**src/rtl/timer_ctrl.sv**
```systemverilog
// rtl/timer_ctrl.sv - programmable one-shot/periodic timer around the up/down Counter datapath
// Optional macro TIMER_CTRL_PRESCALE_EN adds the prescale port and step divider.

module Counter #(
   parameter int WIDTH = 8
) (
   input  logic             clk,
   input  logic             rst_n,
   input  logic             load,
   input  logic [WIDTH-1:0] in,
   input  logic             up_down,
   input  logic             count_en,
   output logic [WIDTH-1:0] count,
   output logic             co
);

   always_ff @(posedge clk) begin
      if (!rst_n)
         count <= '0;
      else if (load)
         count <= in;
      else if (count_en)
         count <= up_down ? count + 1'b1 : count - 1'b1;
   end

   assign co = count_en && (up_down ? (count == {WIDTH{1'b1}}) : (count == '0));

endmodule

module timer_ctrl #(
   parameter int WIDTH     = 8,
   parameter int PRE_WIDTH = 4
) (
   input  logic                 clk,
   input  logic                 rst_n,
   input  logic                 start,
   input  logic                 stop,
   input  logic                 mode,
   input  logic                 dir,
   input  logic [WIDTH-1:0]     reload,
`ifdef TIMER_CTRL_PRESCALE_EN
   input  logic [PRE_WIDTH-1:0] prescale,
`endif
   output logic [WIDTH-1:0]     count,
   output logic                 busy,
   output logic                 tick
);

   typedef enum logic [1:0] {IDLE = 2'd0, LOAD = 2'd1, RUN = 2'd2} state_t;

   state_t           state, state_nx;
   logic             cfg_mode;
   logic             cfg_dir;
   logic [WIDTH-1:0] cfg_reload;
   logic             accept;
   logic             step;
   logic             at_term;
   logic             run_ok;
   logic             term_hit;
   logic             cnt_load;
   logic             cnt_en;
   logic             co_unused;

   assign accept  = start && !stop;
   assign at_term = cfg_dir ? (count == {WIDTH{1'b1}}) : (count == '0);

`ifdef TIMER_CTRL_PRESCALE_EN
   logic [PRE_WIDTH-1:0] cfg_pre;
   logic [PRE_WIDTH-1:0] pre_cnt;

   assign step = (pre_cnt == cfg_pre);

   always_ff @(posedge clk) begin
      if (!rst_n) begin
         cfg_pre <= '0;
         pre_cnt <= '0;
      end else begin
         if (accept)
            cfg_pre <= prescale;
         if (state == LOAD)
            pre_cnt <= '0;
         else if (state == RUN)
            pre_cnt <= step ? '0 : pre_cnt + 1'b1;
      end
   end
`else
   localparam int PRE_WIDTH_UNUSED = PRE_WIDTH;
   assign step = 1'b1;
`endif

   // State register, captured configuration and the registered tick
   always_ff @(posedge clk) begin
      if (!rst_n) begin
         state      <= IDLE;
         cfg_mode   <= 1'b0;
         cfg_dir    <= 1'b0;
         cfg_reload <= '0;
         tick       <= 1'b0;
      end else begin
         state <= state_nx;
         tick  <= term_hit;
         if (accept) begin
            cfg_mode   <= mode;
            cfg_dir    <= dir;
            cfg_reload <= reload;
         end
      end
   end

   always_comb begin
      state_nx = state;
      case (state)
         IDLE: if (accept) state_nx = LOAD;
         LOAD: begin
            if (stop)       state_nx = IDLE;
            else if (start) state_nx = LOAD;
            else            state_nx = RUN;
         end
         RUN: begin
            if (stop)                       state_nx = IDLE;
            else if (start)                 state_nx = LOAD;
            else if (term_hit && !cfg_mode) state_nx = IDLE;
         end
         default: state_nx = IDLE;
      endcase
   end

   // A start or stop in the same cycle overrides any step, reload or tick
   always_comb begin
      run_ok   = (state == RUN) && !stop && !start;
      term_hit = run_ok && step && at_term;
      cnt_en   = run_ok && step && !at_term;
      cnt_load = ((state == LOAD) && !stop && !start) || (term_hit && cfg_mode);
      busy     = (state != IDLE);
   end

   Counter #(.WIDTH(WIDTH)) u_counter (
      .clk      (clk),
      .rst_n    (rst_n),
      .load     (cnt_load),
      .in       (cfg_reload),
      .up_down  (cfg_dir),
      .count_en (cnt_en),
      .count    (count),
      .co       (co_unused)
   );

endmodule

```
**config.mk**
```make
export PLATFORM = sky130hd
export DESIGN_NAME = timer_ctrl
export DESIGN_NICKNAME = d
export VERILOG_FILES = /design/src/rtl/timer_ctrl.sv
export SDC_FILE = /design/constraint.sdc
export NUM_CORES = 1
export LEC_CHECK = 0
export BUFFER_PORTS_ARGS = -buffer_cell sky130_fd_sc_hd__clkbuf_2
export CAP_MARGIN = 20
export CORE_MARGIN = 4
export CORE_UTILIZATION = 55
export DETAILED_ROUTE_END_ITERATION = 8
export GPL_ROUTABILITY_DRIVEN = 1
export HOLD_SLACK_MARGIN = 0.03
export PLACE_DENSITY = 0.77
export SETUP_SLACK_MARGIN = 0.5
export SYNTH_ARGS = -nofsm -noshare
export SYNTH_HDL_FRONTEND = slang
export SYNTH_HIERARCHICAL = 1
export SYNTH_SLANG_ARGS = --single-unit
export TNS_END_PERCENT = 5
```
**constraint.sdc**
```tcl
create_clock -name clk -period 2.9 [get_ports clk]
set_input_delay 0.58 -clock clk [delete_from_list [all_inputs] [get_ports clk]]
set_output_delay 0.58 -clock clk [all_outputs]
set_load 0.01 [all_outputs]
```
==> results_dict.tcl, run 1 <==
set metrics [dict create \
    status "finished, final reports clean" \
    combinationalPowerShare_pct 12.6 \
    syn_area_mm2 0.00128 \
    io_buffers 23 \
    slowest_stage "a32o_1" \
    grt.busiest_layer "met2" \
    die-width_um 56.2 \
    setup_viol 0 \
    drc 0 \
    synth-warning-count 6 \
    cts-hold-fix-buffers 0 \
    hpwl_um 2030 \
    core_region_area_mm2 0.00221 \
    power_frac_seq_pct 59.9 \
    cp_cell_sequence "nand4_1, o31ai_2, a32o_1, o21ai_0, a22o_1" \
    drive_gt1_share_pct 20.7 \
    end_kind "flop" \
    grt_pass1_wl_um 4840 \
    routedWlPerCell_um 13.0 \
    placementRows 17 \
    ant_nets 0 \
    grt_pass1_vias 1109 \
    endpoint "u_counter/count[7]" \
    ctsResizeCount 0 \
    cp-start-kind "flop" \
    clockRootBuffer "clkbuf_4" \
    drtIter0Drc 18 \
    arrival_ps 2400 \
    clock_latency_ps 300 \
    placed_area_mm2 0.00141 \
    crit_required_ps 3110 \
    fin_nets 196 \
    min_path_type "reg2reg" \
    cell_internal_pwr_w 0.000379 \
    via_per_inst 5.65 \
    grtUsageMet2_pct 31.2 \
    rrSetupSlack_ps 700 \
    r2r_end "u_counter/count[7]" \
    final_hold_viol_count 0 \
    period_needed_ps 2200 \
    grt_max_degree 23 \
    routabilityCongestion 0.803 \
    postSynthCellCount 152 \
    use_met3_pct 2.78 \
    fin_skew_ps 0.654 \
    period_share_pct 75.8 \
    cts.sinks 21 \
    switching_share_pct 25.2 \
    first_pass_iters 4 \
    path_max_fanout 21 \
    holdPathStages 2 \
    worstSetupPathType "reg2reg" \
    hold_slack_ps 465 \
    r2r-start "u_counter/count[5]" \
    grt_util_all_layers_pct 18.8 \
    drv_slew 0 \
    worst_slew_pin_slew_ps 703 \
    placed_cells 198 \
    fin_util_pct 64.7 \
    relSlewSlack_pct 53.1 \
    syn-num-nets 173 \
    drv_cap 0 \
    antenna_found_initial 0 \
    cts_buffer_depth 2 \
    synthToLayoutAreaGrowth_pct 12.2 \
    design_area_mm2 0.00143 \
    max_clock_freq_mhz 455 \
    grt-ovfl-total 0 \
    htree_num_levels 1 \
    pin_count 24 \
    leakage_nw 0.600 \
    cts_made_buffers 3 \
    clkSlewWorstSetupHoldPaths_ps 110 \
    power_frac_clock_pct 27.6 \
    power_density_mw_per_mm2 354 \
    cts_tree "done" \
    rsz0062_at_grt "no" \
    critPathLaunch "u_counter/count[5]" \
    use_met1_pct 24.1 \
    crit_path_max_incr_delay_ps 650 \
    power_switching_w 0.000127 \
    avgSynthCellArea_um2 8.40 \
    die_area_mm2 0.00316 \
    initial_core_util_pct 57.7 \
    die_h_um 56.2 \
    num_antenna_cells 0 \
    postCtsSetupBuffers 0 \
    setup_tns_ps 0 \
    ff2ff_path_depth 5 \
    via_count 1142 \
    layout.cells.non_filler 202 \
    drt_wl_total_um 2640 \
    ir_drop_v 0.000331 \
]
==> worst max-delay path: cells and delay by family (launching register included) <==
kind / cells / cell delay (ps)
DFF: 1 / 450
and+or+nand+nor: 1 / 140
AOI/OAI and AO/OA: 4 / 1500
==> how the worst min path moves through the flow <==
| stage | start | to | slack [ps] |
|---|---|---|---|
| floorplan | cfg_reload[3] | cfg_reload[3] | 430 |
| global placement | cfg_reload[6] | cfg_reload[6] | 440 |
| global route | reload[0] | cfg_reload[0] | 470 |
| finish | cfg_reload[0] | cfg_reload[0] | 470 |
| CTS | cfg_reload[2] | cfg_reload[2] | 460 |
| detailed placement | cfg_reload[2] | cfg_reload[2] | 450 |
==> layer usage <==
metal,vias to the layer above,wire [µm]
li1,589,-
met1,529,1270
met2,22,1230
met3,2,104
met4,0,31
met5,-,0
==> cells in the final DEF, fill, tap and decap left out, drive strengths merged, types with 3 or more instances in the layout <==
master	count
nand2	28
clkbuf	27
dfxtp	21
a21boi	12
a21oi	10
ha	6
nand3	5
nor2	4
nand2b	4
nand3b	4
inv	4
o211ai	4
nor2b	3
and3	3
o21ai	3
==> power groups by stage <==
stage	combinational, W	sequential [W]	clock (W)
floorplan	0.0000438	0.000308	0
global placement	0.0000614	0.000309	0
detailed placement	0.0000636	0.000309	0
CTS	0.0000639	0.000303	0.000147
global route	0.0000721	0.000305	0.000158
finish	0.0000635	0.000303	0.000140
==> sequential cells by signal (all words and copies together) (netlist names) <==
signal           count
cfg_dir              1
cfg_mode             1
cfg_reload           8
state                2
tick                 1
u_counter/count      8
==> final cells by class <==
class,instances,area (µm²)
multi-input combinational,121,812
fill,220,781
sequential,21,420
timing repair buffer,24,123
tap,28,35.0
clock buffer,4,26.3
inverter,4,15.0
==> metrics by stage <==
| stage | setup WS, ps | total power (W) |
|---|---|---|
| detailed placement | 675 | 0.000373 |
| finish | 702 | 0.000506 |
| CTS | 683 | 0.000514 |
| global placement | 791 | 0.000370 |
| floorplan | 898 | 0.000352 |
| global route | 501 | 0.000535 |
Power figures use the tool's default switching activity.
==> run 2: changes to the inputs <==
--- a/config.mk
+++ b/config.mk
@@ -8,11 +8,11 @@
 export BUFFER_PORTS_ARGS = -buffer_cell sky130_fd_sc_hd__clkbuf_2
 export CAP_MARGIN = 20
 export CORE_MARGIN = 4
-export CORE_UTILIZATION = 55
+export CORE_UTILIZATION = 49
 export DETAILED_ROUTE_END_ITERATION = 8
 export GPL_ROUTABILITY_DRIVEN = 1
 export HOLD_SLACK_MARGIN = 0.03
-export PLACE_DENSITY = 0.77
+export PLACE_DENSITY = 0.72
 export SETUP_SLACK_MARGIN = 0.5
 export SYNTH_ARGS = -nofsm -noshare
 export SYNTH_HDL_FRONTEND = slang
==> constraint.sdc (replaced) <==
create_clock -name clk -period 1.9 [get_ports clk]
set_input_delay 0.38 -clock clk [delete_from_list [all_inputs] [get_ports clk]]
set_output_delay 0.38 -clock clk [all_outputs]
set_load 0.01 [all_outputs]
==> run 2 against run 1 <==
Effect of this change:
- total power up 55%
- maximum frequency up 21%
- combinational power up 80%
- clock-buffer cell count unchanged
- sequential cell count unchanged
- die area up 10%
- sequential share of layout area down 2.3 points
- cell count up 10%
- largest cell class unchanged
- highest routed layer unchanged
==> results_dict.tcl, run 2 (synthesized netlist as in run 1, its figures left out) <==
set metrics [dict create \
    design_area_mm2 0.00168 \
    via_per_inst 5.58 \
    drive_gt1_share_pct 37.8 \
    grt-ovfl-total 0 \
    htree_num_levels 1 \
    arrival_ps 2060 \
    cts_buffer_depth 2 \
    rsz0062_at_grt "yes" \
    ff2ff_path_depth 7 \
    min_path_type "in2reg" \
    io_buffers 23 \
    clock_latency_ps 310 \
    fin_nets 215 \
    routabilityCongestion 0.861 \
    grt_util_all_layers_pct 20.8 \
    cts-hold-fix-buffers 0 \
    relSlewSlack_pct 74.7 \
    die-width_um 59.0 \
    path_max_fanout 5 \
    synthToLayoutAreaGrowth_pct 31.8 \
    final_hold_viol_count 0 \
    rrSetupSlack_ps 80 \
    route.met2.wl_um 1540 \
    min_to "cfg_reload[0]" \
    final_common_cell "nand2_1" \
    routedLengthMet1_um 1440 \
    fillers 225 \
    grt_max_degree 23 \
    crit_required_ps 2140 \
    holdPathStages 3 \
    period_needed_ps 1820 \
    leakage_nw 0.743 \
    drtIter0Drc 71 \
    crit_path_max_incr_delay_ps 400 \
    worst_slew_pin_slew_ps 380 \
    setup_viol 0 \
    die_h_um 59.0 \
    antenna_found_initial 0 \
    fin_ws_ps 79.5 \
    critPathLaunch "u_counter/count[2]" \
    drv_slew 0 \
    wl_met3_um 185 \
    ir_drop_v 0.000455 \
    top_layer "met4" \
    cp-start-kind "flop" \
    placed_area_mm2 0.00151 \
    first_pass_iters 4 \
    setup_tns_ps 0 \
    final_cell_mix "nand2_1 (28), clkbuf_2 (23), buf_4 (18), a21boi_1 (11), dfxtp_1 (11)" \
    placementRows 18 \
    cts_made_buffers 3 \
    cp_cell_sequence "nor4_4, nand3_1, o31ai_4, a32o_2, or3_1, mux2_4, a21boi_1" \
    r2r_end "u_counter/count[4]" \
    num_antenna_cells 0 \
    drt_wl_total_um 3240 \
    hp-start "reload[0]" \
    pin_count 24 \
    worst-path-buf-inv 0 \
    via_count 1245 \
    ant_nets 0 \
    slowest_stage "dfxtp_4" \
    reg_top3 "cfg_reload (8), u_counter/count (8), state (2)" \
    core_region_area_mm2 0.00248 \
    power_density_mw_per_mm2 466 \
    die_area_mm2 0.00349 \
    fin_skew_ps 1.77 \
    routedWlPerCell_um 14.5 \
    drc 0 \
    clkSlewWorstSetupHoldPaths_ps 110 \
    initial_core_util_pct 51.5 \
    dp_slack_ps 7.40 \
    grt_pass1_wl_um 5360 \
    status "finished, final reports clean" \
    max_clock_freq_mhz 549 \
    r2r-start "u_counter/count[2]" \
    clockRootBuffer "clkbuf_4" \
    period_share_pct 95.8 \
    cts.sinks 21 \
    hpwl_um 2180 \
    end_kind "flop" \
    drv_cap 0 \
    crit_family "compound AO/OA/AOI/OAI gates" \
    grt_pass1_vias 1176 \
    cts_tree "done" \
    worstSetupPathType "reg2reg" \
]
==> run 2: area by class of cell <==
cell class,count,area [µm²],area share (%)
tap,30,37.5,2.23
multi-input combinational,122,886,52.7
sequential,21,455,27.1
timing repair buffer,42,262,15.6
clock buffer,4,26.3,1.56
inverter,4,15.0,0.893
==> run 2: what timing repair did <==
action                                  in CTS  in global routing
resized for setup                           10                  3
endpoints found under the hold margin        0                  0
setup buffers                               12                  1
pin swaps                                    9                  2
gates cloned                                 1                  0
endpoints found under the setup margin       9                  9
==> run 2: worst register-to-register path, cell delays in order (launching register included) <==
cell,delay [ps]
dfxtp_4,400
nor4_4,50
nand3_1,120
o31ai_4,120
a32o_2,330
or3_1,320
mux2_4,270
a21boi_1,140
==> run 2: worst max-delay path by stage <==
stage	cells after the start	end	slack, ps
finish	7	u_counter/count[4]	80
global route	7	u_counter/count[4]	4
CTS	7	u_counter/count[4]	130
detailed placement	7	u_counter/count[5]	7
global placement	7	u_counter/count[5]	50
floorplan	6	u_counter/count[5]	210
==> run 2: stage by stage <==
stage | total power [W] | hold WS [ps] | cells | util [%]
floorplan | 0.000539 | 430 | 152 | -
global placement | 0.000571 | 439 | 205 | 60.9
detailed placement | 0.000575 | 448 | 205 | 60.9
CTS | 0.000791 | 267 | 222 | 67.1
global route | 0.000834 | 265 | 223 | 67.9
finish | 0.000783 | 274 | 223 | 67.9
==> run 2: metal layers <==
layer,vias up,GRT usage (%)
met5,-,0
met4,0,9.71
met3,9,3.92
met2,36,33.0
met1,572,27.2
li1,628,-
==> run 2: power by group <==
| group | total (W) | internal [W] | leakage, nW | switching, W |
|---|---|---|---|---|
| sequential | 0.000453 | 0.000441 | 0.178 | 0.0000117 |
| combinational | 0.000114 | 0.0000518 | 0.550 | 0.0000620 |
| clock | 0.000217 | 0.0000821 | 0.0150 | 0.000135 |
| total | 0.000783 | 0.000575 | 0.743 | 0.000208 |
==> run 3: changes to the inputs <==
--- a/config.mk
+++ b/config.mk
@@ -7,8 +7,10 @@
 export LEC_CHECK = 0
 export BUFFER_PORTS_ARGS = -buffer_cell sky130_fd_sc_hd__clkbuf_2
 export CAP_MARGIN = 20
-export CORE_MARGIN = 4
-export CORE_UTILIZATION = 49
+export CELL_PAD_IN_SITES_DETAIL_PLACEMENT = 1
+export CELL_PAD_IN_SITES_GLOBAL_PLACEMENT = 1
+export CORE_MARGIN = 2
+export CORE_UTILIZATION = 36
 export DETAILED_ROUTE_END_ITERATION = 8
 export GPL_ROUTABILITY_DRIVEN = 1
 export HOLD_SLACK_MARGIN = 0.03
==> run 3 against run 2 <==
Effect of this change:
- via count rose by 5.0%
- combinational power rose by 16%
- total power rose by 2.4%
- clock skew rose by 6.8 ps
- setup slack improved by 8.5 ps
- wire length rose by 24%
- sequential power barely moved
- cell area rose by 5.9%
- die area rose by 16%
- cell count rose by 7.2%
- critical endpoint unchanged
==> results_dict.tcl, run 3 (synthesized netlist as in run 1, its figures left out) <==
set metrics [dict create \
    ant_nets 0 \
    ir_drop_v 0.000217 \
    ff2ff_path_depth 7 \
    period_needed_ps 1810 \
    grt_pass1_wl_um 6290 \
    path_max_fanout 5 \
    htree_num_levels 1 \
    cts_tree "done" \
    layout.cells.non_filler 239 \
    die_h_um 63.5 \
    final_cell_mix "nand2_1 (28), clkbuf_2 (23), buf_4 (15), a21boi_1 (10), dfxtp_1 (10)" \
    fin_util_pct 52.9 \
    antenna_found_initial 0 \
    die_area_mm2 0.00404 \
    leakage_nw 0.755 \
    first_pass_iters 4 \
    synthToLayoutAreaGrowth_pct 39.5 \
    io_buffers 23 \
    num_antenna_cells 0 \
    rsz0062_at_grt "yes" \
    via_count 1307 \
    rrSetupSlack_ps 90 \
    cts_buffer_depth 2 \
    drtIter0Drc 71 \
    drt_wl_total_um 4020 \
    final_hold_viol_count 0 \
    drv_cap 0 \
    cts-hold-fix-buffers 0 \
    path_common_cell "buf_4" \
    relSlewSlack_pct 72.6 \
    fin_nets 215 \
    end_kind "flop" \
    initial_core_util_pct 37.9 \
    worst_slew_pin_slew_ps 411 \
    pin_count 24 \
    cp_cell_sequence "buf_4, fa_2, a21oi_4, buf_4, o21bai_1, mux2_2, a21boi_2" \
    power.total_w 0.000802 \
    final_common_cell "nand2_1" \
    die-width_um 63.5 \
    setup_tns_ps 0 \
    cts.sinks 21 \
    max_clock_freq_mhz 552 \
    fin_skew_ps 8.57 \
    clkSlewWorstSetupHoldPaths_ps 120 \
    grt_max_degree 23 \
    clockRootBuffer "clkbuf_4" \
    routabilityCongestion 0.863 \
    via_per_inst 5.47 \
    period_share_pct 95.4 \
    core_region_area_mm2 0.00336 \
    placed_cells 224 \
    holdPathStages 3 \
    grt_util_all_layers_pct 19.9 \
    slowest_stage "fa_2" \
    placementRows 21 \
    fillers 417 \
    power_density_mw_per_mm2 450 \
    clock_latency_ps 300 \
    reg_top3 "cfg_reload (8), u_counter/count (8), state (2)" \
    arrival_ps 2060 \
    worstSetupPathType "reg2reg" \
    min_path_type "in2reg" \
    routedWlPerCell_um 16.8 \
    drive_gt1_share_pct 42.0 \
    cp-start-kind "flop" \
    grt_pass1_vias 1317 \
    crit_required_ps 2140 \
    setup_viol 0 \
    cts_made_buffers 3 \
    crit_path_max_incr_delay_ps 410 \
    drc 0 \
    status "finished, final reports clean" \
    drv_slew 0 \
    hpwl_um 2620 \
    grt-ovfl-total 0 \
]
==> run 3: timing repair <==
item                       in CTS  in global routing
gates resized for setup        14                 12
buffers inserted                5                  4
setup endpoints to repair       9                 10
cloned                          2                  0
pin swaps                      12                  3
==> run 3: stage by stage <==
| stage | worst slack (ps) | hold WS (ps) | instance area, µm² |
|---|---|---|---|
| finish | 88.0 | 279 | 1780 |
| global route | 29.1 | 273 | 1780 |
| CTS | 101 | 271 | 1690 |
| detailed placement | 9.39 | 451 | 1550 |
| global placement | 58.4 | 449 | 1550 |
| floorplan | 211 | 430 | 1350 |
==> run 3: critical path: cells and delay by family (launching register included) <==
kind / cells / cell delay (ps)
multiplexers: 1 / 290
adder cells (fa/ha/maj): 1 / 410
flip-flops: 1 / 380
AO/OA/AOI/OAI: 3 / 390
buffers and inverters: 2 / 290
==> run 3: layer usage <==
layer	track usage, %	vias to the layer above	routed length (µm)
met3	2.86	4	112
met5	0	-	0
met2	34.6	25	2020
li1	-	632	-
met1	25.2	646	1840
met4	5.98	0	39
==> run 3: layout make-up <==
cell class	count	area, µm²	area share (%)
repair buffers	41	262	14.7
inverters	4	17.5	0.984
flip-flops and latches	21	457	25.7
clock inverters	1	5.00	0.281
multi-input cells	123	960	53.9
clock buffers	3	22.5	1.26
well taps	46	57.6	3.23
==> run 3: worst paths after layout <==
path	start	to
setup reg to reg	u_counter/count[1]	u_counter/count[4]
hold reg to reg	cfg_reload[2]	cfg_reload[2]
hold / removal	reload[4]	cfg_reload[4]
setup / recovery	u_counter/count[1]	u_counter/count[4]
==> run 3: where the power goes <==
group / total, W / switching (W) / internal (W) / leakage, nW
logic: 0.000132 / 0.0000709 / 0.0000613 / 0.558
clock network: 0.000216 / 0.000137 / 0.0000784 / 0.0177
registers: 0.000454 / 0.0000128 / 0.000441 / 0.179
